<file path="config.mk">
export PLATFORM = sky130hd
export DESIGN_NAME = video_stream_logger_flat
export DESIGN_NICKNAME = d
export VERILOG_FILES = /design/src/rtl/video_stream_logger_if.sv /design/src/rtl/video_stream_logger.sv /design/src/flat_wrapper.sv
export SDC_FILE = /design/constraint.sdc
export NUM_CORES = 1
export LEC_CHECK = 0
export ABC_AREA = 1
export CAP_MARGIN = 15
export CELL_PAD_IN_SITES_DETAIL_PLACEMENT = 1
export CELL_PAD_IN_SITES_GLOBAL_PLACEMENT = 2
export CORE_MARGIN = 4
export CORE_UTILIZATION = 40
export DETAILED_ROUTE_END_ITERATION = 8
export MAX_ROUTING_LAYER = met4
export PLACE_DENSITY = 0.89
export SLEW_MARGIN = 20
export SYNTH_ARGS = -nofsm -noshare
export SYNTH_HDL_FRONTEND = slang
export SYNTH_SLANG_ARGS = --single-unit
</file>
<file path="constraint.sdc">
create_clock -name CLK_6MB -period 6.8 [get_ports CLK_6MB]
set_clock_uncertainty 0.05 [all_clocks]
set_input_delay 1.36 -clock CLK_6MB [delete_from_list [all_inputs] [get_ports CLK_6MB]]
set_output_delay 1.36 -clock CLK_6MB [all_outputs]
set_load 0.02 [all_outputs]
</file>
<file path="src/rtl/video_stream_logger_if.sv">
// video_stream_logger_if
//   Valid/ready word stream from the logger FIFO to a capture/DMA or bench sink.
//   Parameter:
//     DATA_W     word width, {TAG[1:0], PAYLOAD}; set it to PIX_W+2 of the logger.
//   Signals:
//     OUT_VALID  source -> sink  FIFO not empty, OUT_DATA holds the head word
//     OUT_READY  sink -> source  sink accepts the head word this cycle
//     OUT_DATA   source -> sink  head word
//   Modports:
//     master     the logger (drives OUT_VALID/OUT_DATA)
//     slave      the sink (drives OUT_READY)
interface video_stream_logger_if #(
  parameter int DATA_W = 23
) ();

  logic              OUT_VALID;
  logic              OUT_READY;
  logic [DATA_W-1:0] OUT_DATA;

  modport master (
    output OUT_VALID,
    output OUT_DATA,
    input  OUT_READY
  );

  modport slave (
    input  OUT_VALID,
    input  OUT_DATA,
    output OUT_READY
  );

endinterface

</file>
<file path="src/rtl/video_stream_logger.sv">
// video_stream_logger
//   Tracks raster position from a pixel-enable strobe and captures a programmable
//   number of whole frames of blank-masked pixel words, with line-end and frame-end
//   marker words, into a first-word-fall-through FIFO drained over a valid/ready
//   stream. Also latches NUM_LED LED/marquee channels on their strobe falling edges
//   and snapshots them together with the cabinet flags on every frame end.
//
//   Ports:
//     CLK_6MB     in   sole clock, rising edge
//     nRESET      in   asynchronous active-low reset
//     PIX_EN      in   one pixel slot per high cycle
//     PIX_DATA    in   pixel value
//     nBNKB       in   0 = blanked, captured pixel payload forced to 0
//     CAP_START   in   one-cycle arm pulse (ignored unless idle)
//     CAP_FRAMES  in   frames to capture, 0 = continuous
//     LED_DATA    in   shared LED data bus
//     LED_LATCH   in   per-channel latch strobes, latch on falling edge
//     CAB_FLAGS   in   {COUNTER1, COUNTER2, LOCKOUT1, LOCKOUT2}
//     out_if      master side of the word stream (OUT_VALID/OUT_READY/OUT_DATA)
//     HCOUNT      out  current pixel slot
//     LINE        out  current line
//     FRAME       out  frame counter (wraps at 16 bits)
//     CAB_SNAP    out  {CAB_FLAGS, LED[NUM_LED-1] .. LED[0]} at the last frame end
//     BUSY        out  capture state machine not idle
//     OVERFLOW    out  sticky, at least one word dropped since arming
//     DROP_CNT    out  dropped-word count, saturating
//
//   Output word format: {TAG[1:0], PAYLOAD}
//     00 pixel (blank-masked), 01 line end (payload 0), 10 frame end (payload FRAME).
module video_stream_logger #(
  parameter int PIX_W      = 21,
  parameter int H_TOTAL    = 384,
  parameter int V_TOTAL    = 264,
  parameter int FIFO_DEPTH = 16,
  parameter int NUM_LED    = 2,
  parameter int LED_W      = 8,
  localparam int HC_W      = (H_TOTAL > 1) ? $clog2(H_TOTAL) : 1,
  localparam int LN_W      = (V_TOTAL > 1) ? $clog2(V_TOTAL) : 1,
  localparam int SNAP_W    = NUM_LED * LED_W + 4
) (
  input  logic                 CLK_6MB,
  input  logic                 nRESET,
  input  logic                 PIX_EN,
  input  logic [PIX_W-1:0]     PIX_DATA,
  input  logic                 nBNKB,
  input  logic                 CAP_START,
  input  logic [7:0]           CAP_FRAMES,
  input  logic [LED_W-1:0]     LED_DATA,
  input  logic [NUM_LED-1:0]   LED_LATCH,
  input  logic [3:0]           CAB_FLAGS,
  video_stream_logger_if.master out_if,
  output logic [HC_W-1:0]      HCOUNT,
  output logic [LN_W-1:0]      LINE,
  output logic [15:0]          FRAME,
  output logic [SNAP_W-1:0]    CAB_SNAP,
  output logic                 BUSY,
  output logic                 OVERFLOW,
  output logic [15:0]          DROP_CNT
);

  localparam int WORD_W = PIX_W + 2;
  localparam int AW     = (FIFO_DEPTH > 1) ? $clog2(FIFO_DEPTH) : 1;

  localparam logic [HC_W-1:0] H_LAST    = HC_W'(H_TOTAL - 1);
  localparam logic [LN_W-1:0] V_LAST    = LN_W'(V_TOTAL - 1);
  localparam logic [AW:0]     FIFO_FULL = (AW + 1)'(FIFO_DEPTH);

  typedef enum logic [1:0] {
    IDLE,
    WAIT_SOF,
    CAPTURE,
    DRAIN
  } state_t;

  // Raster counters
  logic [HC_W-1:0] hcount_q;
  logic [LN_W-1:0] line_q;
  logic [15:0]     frame_q;

  // Slot classification
  logic              h_last;
  logic              l_last;
  logic              frame_end;
  logic [PIX_W-1:0]  pix_masked;
  logic [PIX_W-1:0]  frame_payload;
  logic [WORD_W-1:0] slot_word;

  // Capture control
  state_t     state_q;
  state_t     state_d;
  logic [7:0] remain_q;
  logic [7:0] remain_d;
  logic       push_req;
  logic       arm;

  // FIFO
  logic [WORD_W-1:0] fifo_mem [FIFO_DEPTH];
  logic [AW-1:0]     wr_ptr_q;
  logic [AW-1:0]     rd_ptr_q;
  logic [AW:0]       count_q;
  logic              fifo_empty;
  logic              fifo_full;
  logic              pop;
  logic              push_ok;
  logic              drop;

  // LED channels and snapshot
  logic [NUM_LED-1:0]            led_prev_q;
  logic [NUM_LED-1:0][LED_W-1:0] led_q;
  logic [SNAP_W-1:0]             cab_snap_q;

  // Statistics
  logic        overflow_q;
  logic [15:0] drop_cnt_q;

  assign h_last    = (hcount_q == H_LAST);
  assign l_last    = (line_q == V_LAST);
  assign frame_end = h_last && l_last;

  // Raster position runs on PIX_EN alone, whatever the capture state.
  always_ff @(posedge CLK_6MB or negedge nRESET) begin
    if (!nRESET) begin
      hcount_q <= '0;
      line_q   <= '0;
      frame_q  <= '0;
    end else if (PIX_EN) begin
      if (h_last) begin
        hcount_q <= '0;
        if (l_last) begin
          line_q  <= '0;
          frame_q <= frame_q + 16'd1;
        end else begin
          line_q <= line_q + 1'b1;
        end
      end else begin
        hcount_q <= hcount_q + 1'b1;
      end
    end
  end

  // The last slot of every line carries a marker instead of a pixel; on the last
  // line that marker is a frame end stamped with the (pre-increment) frame number.
  assign pix_masked    = nBNKB ? PIX_DATA : '0;
  assign frame_payload = PIX_W'(frame_q);

  always_comb begin
    slot_word = '0;
    if (!h_last) begin
      slot_word = {2'b00, pix_masked};
    end else if (!l_last) begin
      slot_word = {2'b01, {PIX_W{1'b0}}};
    end else begin
      slot_word = {2'b10, frame_payload};
    end
  end

  // Capture state register and frame budget.
  always_ff @(posedge CLK_6MB or negedge nRESET) begin
    if (!nRESET) begin
      state_q  <= IDLE;
      remain_q <= '0;
    end else begin
      state_q  <= state_d;
      remain_q <= remain_d;
    end
  end

  // Capture sequencing. The budget counts frame-end attempts, so a frame end that
  // is dropped by a full FIFO still finishes its frame. A zero budget never
  // decrements, which is what makes CAP_FRAMES=0 continuous.
  always_comb begin
    state_d  = state_q;
    remain_d = remain_q;
    push_req = 1'b0;
    arm      = 1'b0;
    unique case (state_q)
      IDLE: begin
        if (CAP_START) begin
          state_d  = WAIT_SOF;
          remain_d = CAP_FRAMES;
          arm      = 1'b1;
        end
      end
      WAIT_SOF: begin
        if (PIX_EN && (hcount_q == '0) && (line_q == '0)) begin
          push_req = 1'b1;
          state_d  = CAPTURE;
        end
      end
      CAPTURE: begin
        if (PIX_EN) begin
          push_req = 1'b1;
          if (frame_end && (remain_q != 8'd0)) begin
            remain_d = remain_q - 8'd1;
            if (remain_q == 8'd1) begin
              state_d = DRAIN;
            end
          end
        end
      end
      DRAIN: begin
        if (fifo_empty) begin
          state_d = IDLE;
        end
      end
      default: begin
        state_d = IDLE;
      end
    endcase
  end

  // A pop frees the head slot in the same cycle, so a full FIFO still takes a
  // push when the sink is reading; only push-while-full-without-pop drops.
  assign fifo_empty = (count_q == '0);
  assign fifo_full  = (count_q == FIFO_FULL);
  assign pop        = !fifo_empty && out_if.OUT_READY;
  assign push_ok    = push_req && (!fifo_full || pop);
  assign drop       = push_req && fifo_full && !pop;

  // FIFO storage and pointers. Storage is cleared on reset so the head word
  // reads as zero while the FIFO is empty after reset.
  always_ff @(posedge CLK_6MB or negedge nRESET) begin
    if (!nRESET) begin
      wr_ptr_q <= '0;
      rd_ptr_q <= '0;
      count_q  <= '0;
      for (int i = 0; i < FIFO_DEPTH; i++) begin
        fifo_mem[i] <= '0;
      end
    end else begin
      if (push_ok) begin
        fifo_mem[wr_ptr_q] <= slot_word;
        wr_ptr_q           <= wr_ptr_q + 1'b1;
      end
      if (pop) begin
        rd_ptr_q <= rd_ptr_q + 1'b1;
      end
      unique case ({push_ok, pop})
        2'b10:   count_q <= count_q + 1'b1;
        2'b01:   count_q <= count_q - 1'b1;
        default: count_q <= count_q;
      endcase
    end
  end

  // Drop statistics are cleared when a new capture is armed, not when it ends,
  // so they stay readable after the capture completes.
  always_ff @(posedge CLK_6MB or negedge nRESET) begin
    if (!nRESET) begin
      overflow_q <= 1'b0;
      drop_cnt_q <= '0;
    end else if (arm) begin
      overflow_q <= 1'b0;
      drop_cnt_q <= '0;
    end else if (drop) begin
      overflow_q <= 1'b1;
      if (drop_cnt_q != 16'hFFFF) begin
        drop_cnt_q <= drop_cnt_q + 16'd1;
      end
    end
  end

  // LED channels latch on the falling edge of their strobe. The previous-strobe
  // register resets low, so a strobe held low through reset is not an edge.
  always_ff @(posedge CLK_6MB or negedge nRESET) begin
    if (!nRESET) begin
      led_prev_q <= '0;
      led_q      <= '0;
    end else begin
      led_prev_q <= LED_LATCH;
      for (int i = 0; i < NUM_LED; i++) begin
        if (led_prev_q[i] && !LED_LATCH[i]) begin
          led_q[i] <= LED_DATA;
        end
      end
    end
  end

  // Cabinet snapshot taken on every frame-end slot regardless of capture state.
  always_ff @(posedge CLK_6MB or negedge nRESET) begin
    if (!nRESET) begin
      cab_snap_q <= '0;
    end else if (PIX_EN && frame_end) begin
      cab_snap_q <= {CAB_FLAGS, led_q};
    end
  end

  assign out_if.OUT_VALID = !fifo_empty;
  assign out_if.OUT_DATA  = fifo_mem[rd_ptr_q];

  assign HCOUNT   = hcount_q;
  assign LINE     = line_q;
  assign FRAME    = frame_q;
  assign CAB_SNAP = cab_snap_q;
  assign BUSY     = (state_q != IDLE);
  assign OVERFLOW = overflow_q;
  assign DROP_CNT = drop_cnt_q;

endmodule

</file>
<file path="src/flat_wrapper.sv">
// flat-port wrapper written by rule: the top's interface ports become plain ports
module video_stream_logger_flat 
#(
  parameter int PIX_W      = 21,
  parameter int H_TOTAL    = 384,
  parameter int V_TOTAL    = 264,
  parameter int FIFO_DEPTH = 16,
  parameter int NUM_LED    = 2,
  parameter int LED_W      = 8,
  localparam int HC_W      = (H_TOTAL > 1) ? $clog2(H_TOTAL) : 1,
  localparam int LN_W      = (V_TOTAL > 1) ? $clog2(V_TOTAL) : 1,
  localparam int SNAP_W    = NUM_LED * LED_W + 4
)
  (CLK_6MB, nRESET, PIX_EN, PIX_DATA, nBNKB, CAP_START, CAP_FRAMES, LED_DATA, LED_LATCH, CAB_FLAGS, HCOUNT, LINE, FRAME, CAB_SNAP, BUSY, OVERFLOW, DROP_CNT, out_if_OUT_VALID, out_if_OUT_DATA, out_if_OUT_READY);
  video_stream_logger_if #(.DATA_W((PIX_W + 2))) out_if_i ();
  input  logic CLK_6MB;
  input  logic nRESET;
  input  logic PIX_EN;
  input  logic [PIX_W-1:0] PIX_DATA;
  input  logic nBNKB;
  input  logic CAP_START;
  input  logic [7:0] CAP_FRAMES;
  input  logic [LED_W-1:0] LED_DATA;
  input  logic [NUM_LED-1:0] LED_LATCH;
  input  logic [3:0] CAB_FLAGS;
  output logic [HC_W-1:0] HCOUNT;
  output logic [LN_W-1:0] LINE;
  output logic [15:0] FRAME;
  output logic [SNAP_W-1:0] CAB_SNAP;
  output logic BUSY;
  output logic OVERFLOW;
  output logic [15:0] DROP_CNT;
  output wire logic [$bits(out_if_i.OUT_VALID)-1:0] out_if_OUT_VALID;
  output wire logic [$bits(out_if_i.OUT_DATA)-1:0] out_if_OUT_DATA;
  input wire logic [$bits(out_if_i.OUT_READY)-1:0] out_if_OUT_READY;
  assign out_if_OUT_VALID = out_if_i.OUT_VALID;
  assign out_if_OUT_DATA = out_if_i.OUT_DATA;
  assign out_if_i.OUT_READY = out_if_OUT_READY;
  video_stream_logger #(.PIX_W(PIX_W), .H_TOTAL(H_TOTAL), .V_TOTAL(V_TOTAL), .FIFO_DEPTH(FIFO_DEPTH), .NUM_LED(NUM_LED), .LED_W(LED_W)) u_core (.CLK_6MB(CLK_6MB), .nRESET(nRESET), .PIX_EN(PIX_EN), .PIX_DATA(PIX_DATA), .nBNKB(nBNKB), .CAP_START(CAP_START), .CAP_FRAMES(CAP_FRAMES), .LED_DATA(LED_DATA), .LED_LATCH(LED_LATCH), .CAB_FLAGS(CAB_FLAGS), .out_if(out_if_i), .HCOUNT(HCOUNT), .LINE(LINE), .FRAME(FRAME), .CAB_SNAP(CAB_SNAP), .BUSY(BUSY), .OVERFLOW(OVERFLOW), .DROP_CNT(DROP_CNT));
endmodule
</file>
==> flow_summary.yaml <==
timing:
  holdWs_ns: 0.4144
  fmax_ghz: 0.1791
  post-route-min-period_ns: 5.582
  relSlewSlack: 0.2282
  fin_ws_ns: 1.218
  rsz0062_at_grt: "false"
  setup_viol: 0
  finalHoldViolations: 0
  finalMaxSlewViolations: 0
  worst_pin_slew_ns: 1.158
  setup-tns-final_ns: 0
  finalCritPeriodShare: 0.8209
critical_path:
  critPathKind: "flop to primary output"
  crit_family: "buffers and inverters"
  crit_chain: "inv_4, buf_4, nor2_1, o32ai_1, o211ai_1, nand2_1, clkdlybuf4s50_1"
  r2r-start: "u_core.LINE[0]"
  crit_start: "u_core.rd_ptr_q[0]"
  cp-end-kind: "primary output"
  r2r_slack_ns: 3.07
  crit_slowest_cell: "inv_4"
  critPathBufInv: 3
  worstPathArrival_ns: 4.17
  slowest_delay_ns: 0.89
  crit_fanout: 80
  crit_path_start_kind: "flop"
  required_ns: 5.39
min_path:
  hold_start: "u_core.fifo_mem[212]"
  hp-class: "flop to flop"
clocking:
  clkTransAtPathRegs_ns: 0.06
  hold_buffers: 0
  cts_root_buf: "clkbuf_16"
  numCtsBuffers: 56
  tritoncts: "done"
  clock_path_buffers: 3
  postCtsSetupBuffers: 0
  insertion_delay_ns: 0.62
  cts.repair.resized: 0
  htree_levels: 2
  clkSinkCount: 480
power:
  p_sw_mw: 4.231
  total_power_mw: 10.62
  swShare: 0.3982
  combPwrFrac: 0.355
  power_frac_seq: 0.340
  p_leak_nw: 14.18
  internal-power_mw: 6.393
  p_per_area_nw_per_um2: 372.3
  clock_power_share: 0.305
  vdd_ir_drop_max_mv: 0.2486
global_routing:
  grt_max_degree: 143
  grt_first_pass_wirelength_um: 142700
  grt_pass1_vias: 24090
  grt_usage: 0.2761
  grt_antenna_before_repair: 2
  grt.overflow.total: 0
floorplanning:
  start_util: 0.4030
  rows: 91
  core_area_um2: 61600
  dieArea_um2: 66100
  die_w_um: 257.1
  die_h_um: 257.1
  pin_count: 145
drt:
  ant_nets: 0
  routed_via_density: 5.918
  vias: 22930
  wl_um: 90190
  routedWlPerCell_um: 23.28
  drt-pass1-iter-count: 5
  drtIter0Drc: 1952
  drc: 0
placement:
  portBuffers: 144
  dpl_worst_slack_ns: 1.709
  gp_congestion: 0.8454
  dp_cells: 3771
  dpl.hpwl_um: 52410
  placed_cell_area_um2: 26510
synthesis:
  ys_seq_elements: 480
  synth_edf_count: 0
  synthTopCellsByArea: "dfrtp_1 48%, nand2_1 15%, nand4_1 9.6%"
  syn-instance-count: 3004
  synth_warnings: 0
  synth_top_area_frac: 0.4839
  syn-cell-area_um2: 24820
  synthDistinctLibCells: 45
  avgSynthCellArea_um2: 8.263
  synth_nets: 3075
  async_reset_ff_frac: 1.000
  ys.flop_type: "dfrtp_1"
  seq_area_frac_synth: 0.4839
  synth_largest_area_cell: "dfrtp_1"
cells_and_area:
  final_common_cell: "nand2_1"
  area_growth_pct: 14.97
  drive_gt1_frac: 0.06355
  fin_area_um2: 28540
  final_cell_mix: "993 x nand2_1, 477 x dfrtp_1, 382 x nand4_1"
  nFillCells: 7266
  final_cells: 3875
  fin_nets: 3064
  final_util: 0.4633
outcome:
  status: "finished clean"
flow_run:
  cap_violations: 0
==> power groups by stage <==
| stage | clock, mW | combinational (mW) | sequential [mW] |
|---|---|---|---|
| floorplan | 0 | 2.44 | 3.46 |
| global placement | 0 | 3.63 | 3.61 |
| detailed placement | 0 | 3.74 | 3.64 |
| CTS | 3.29 | 3.76 | 3.60 |
| global route | 3.42 | 4.09 | 3.65 |
| finish | 3.24 | 3.77 | 3.61 |
==> path summary, 6_finish.rpt <==
check	end	cells past startpoint
worst max register to register	u_core.fifo_mem[163]	12
worst min-delay path	u_core.fifo_mem[212]	2
min in group asynchronous	u_core.fifo_mem[29]	1
worst min register to register	u_core.fifo_mem[212]	2
worst max-delay path	out_if_OUT_DATA[10]	7
max in group asynchronous	u_core.fifo_mem[340]	3
==> flip-flops by register name, indices dropped and copies added (netlist names) <==
register	cells
u_core.OVERFLOW	1
u_core.led_prev_q	2
u_core.CAB_SNAP	20
u_core.state_q	2
u_core.DROP_CNT	16
u_core.fifo_mem	368
u_core.remain_q	8
u_core.led_q	16
u_core.count_q	5
u_core.rd_ptr_q	4
u_core.HCOUNT	9
u_core.FRAME	16
u_core.LINE	9
u_core.wr_ptr_q	4
==> final cells by class <==
type / count / area (µm²) / share of cell area
antenna: 1 / 2.502 / 0.00008769
clock buffer: 89 / 1757 / 0.06156
clock inverter: 13 / 226.5 / 0.007936
inverter: 97 / 374.1 / 0.01311
multi-input combinational: 2167 / 11200 / 0.3926
sequential: 480 / 12020 / 0.4212
tap: 837 / 1047 / 0.03670
timing repair buffer: 191 / 1907 / 0.06682
==> Yosys cell counts, types with 14 or more instances <==
cell type  number
nand2_1       993
dfrtp_1       480
nand4_1       382
nor2_1        223
clkbuf_1      139
o21ai_0       130
nand3_1       117
inv_1          92
mux2i_1        71
o221ai_1       71
buf_2          68
xor2_1         27
buf_6          22
ha_1           22
o211ai_1       22
o32ai_1        21
buf_4          16
buf_1          14
nor3_1         14
==> worst reg2reg max path: stages (launching register included) <==
cell     delay, ns
dfrtp_1       0.42
inv_1         0.12
ha_1          0.21
nand2_1       0.08
inv_1         0.07
nand2_1       0.04
nor2_1        0.13
nand4_1       0.17
a21oi_4       0.38
buf_4         0.84
nand3_4       0.77
nand2_1       0.24
nand2_1       0.07
==> routing by layer <==
metal  up-vias  global-route usage  wire length (µm)
li1      10270                   -                 -
met1     11740              0.3672             39570
met2       760              0.4404             42630
met3       169             0.04655              5554
met4         0             0.07683              2435
met5         -                   -                 0
==> logic make-up after synthesis <==
logic type                 count (synthesis)  share of synthesized area
and+or+nand+nor                         1756                     0.3187
DFF                                      480                     0.4839
buffers and inverters                    357                    0.06714
AOI/OAI and AO/OA                        281                    0.07733
muxes                                     72                    0.02909
xor gates and xnor gates                  36                    0.01270
adders and majority gates                 22                    0.01109
(Power assumes the default switching activity.)
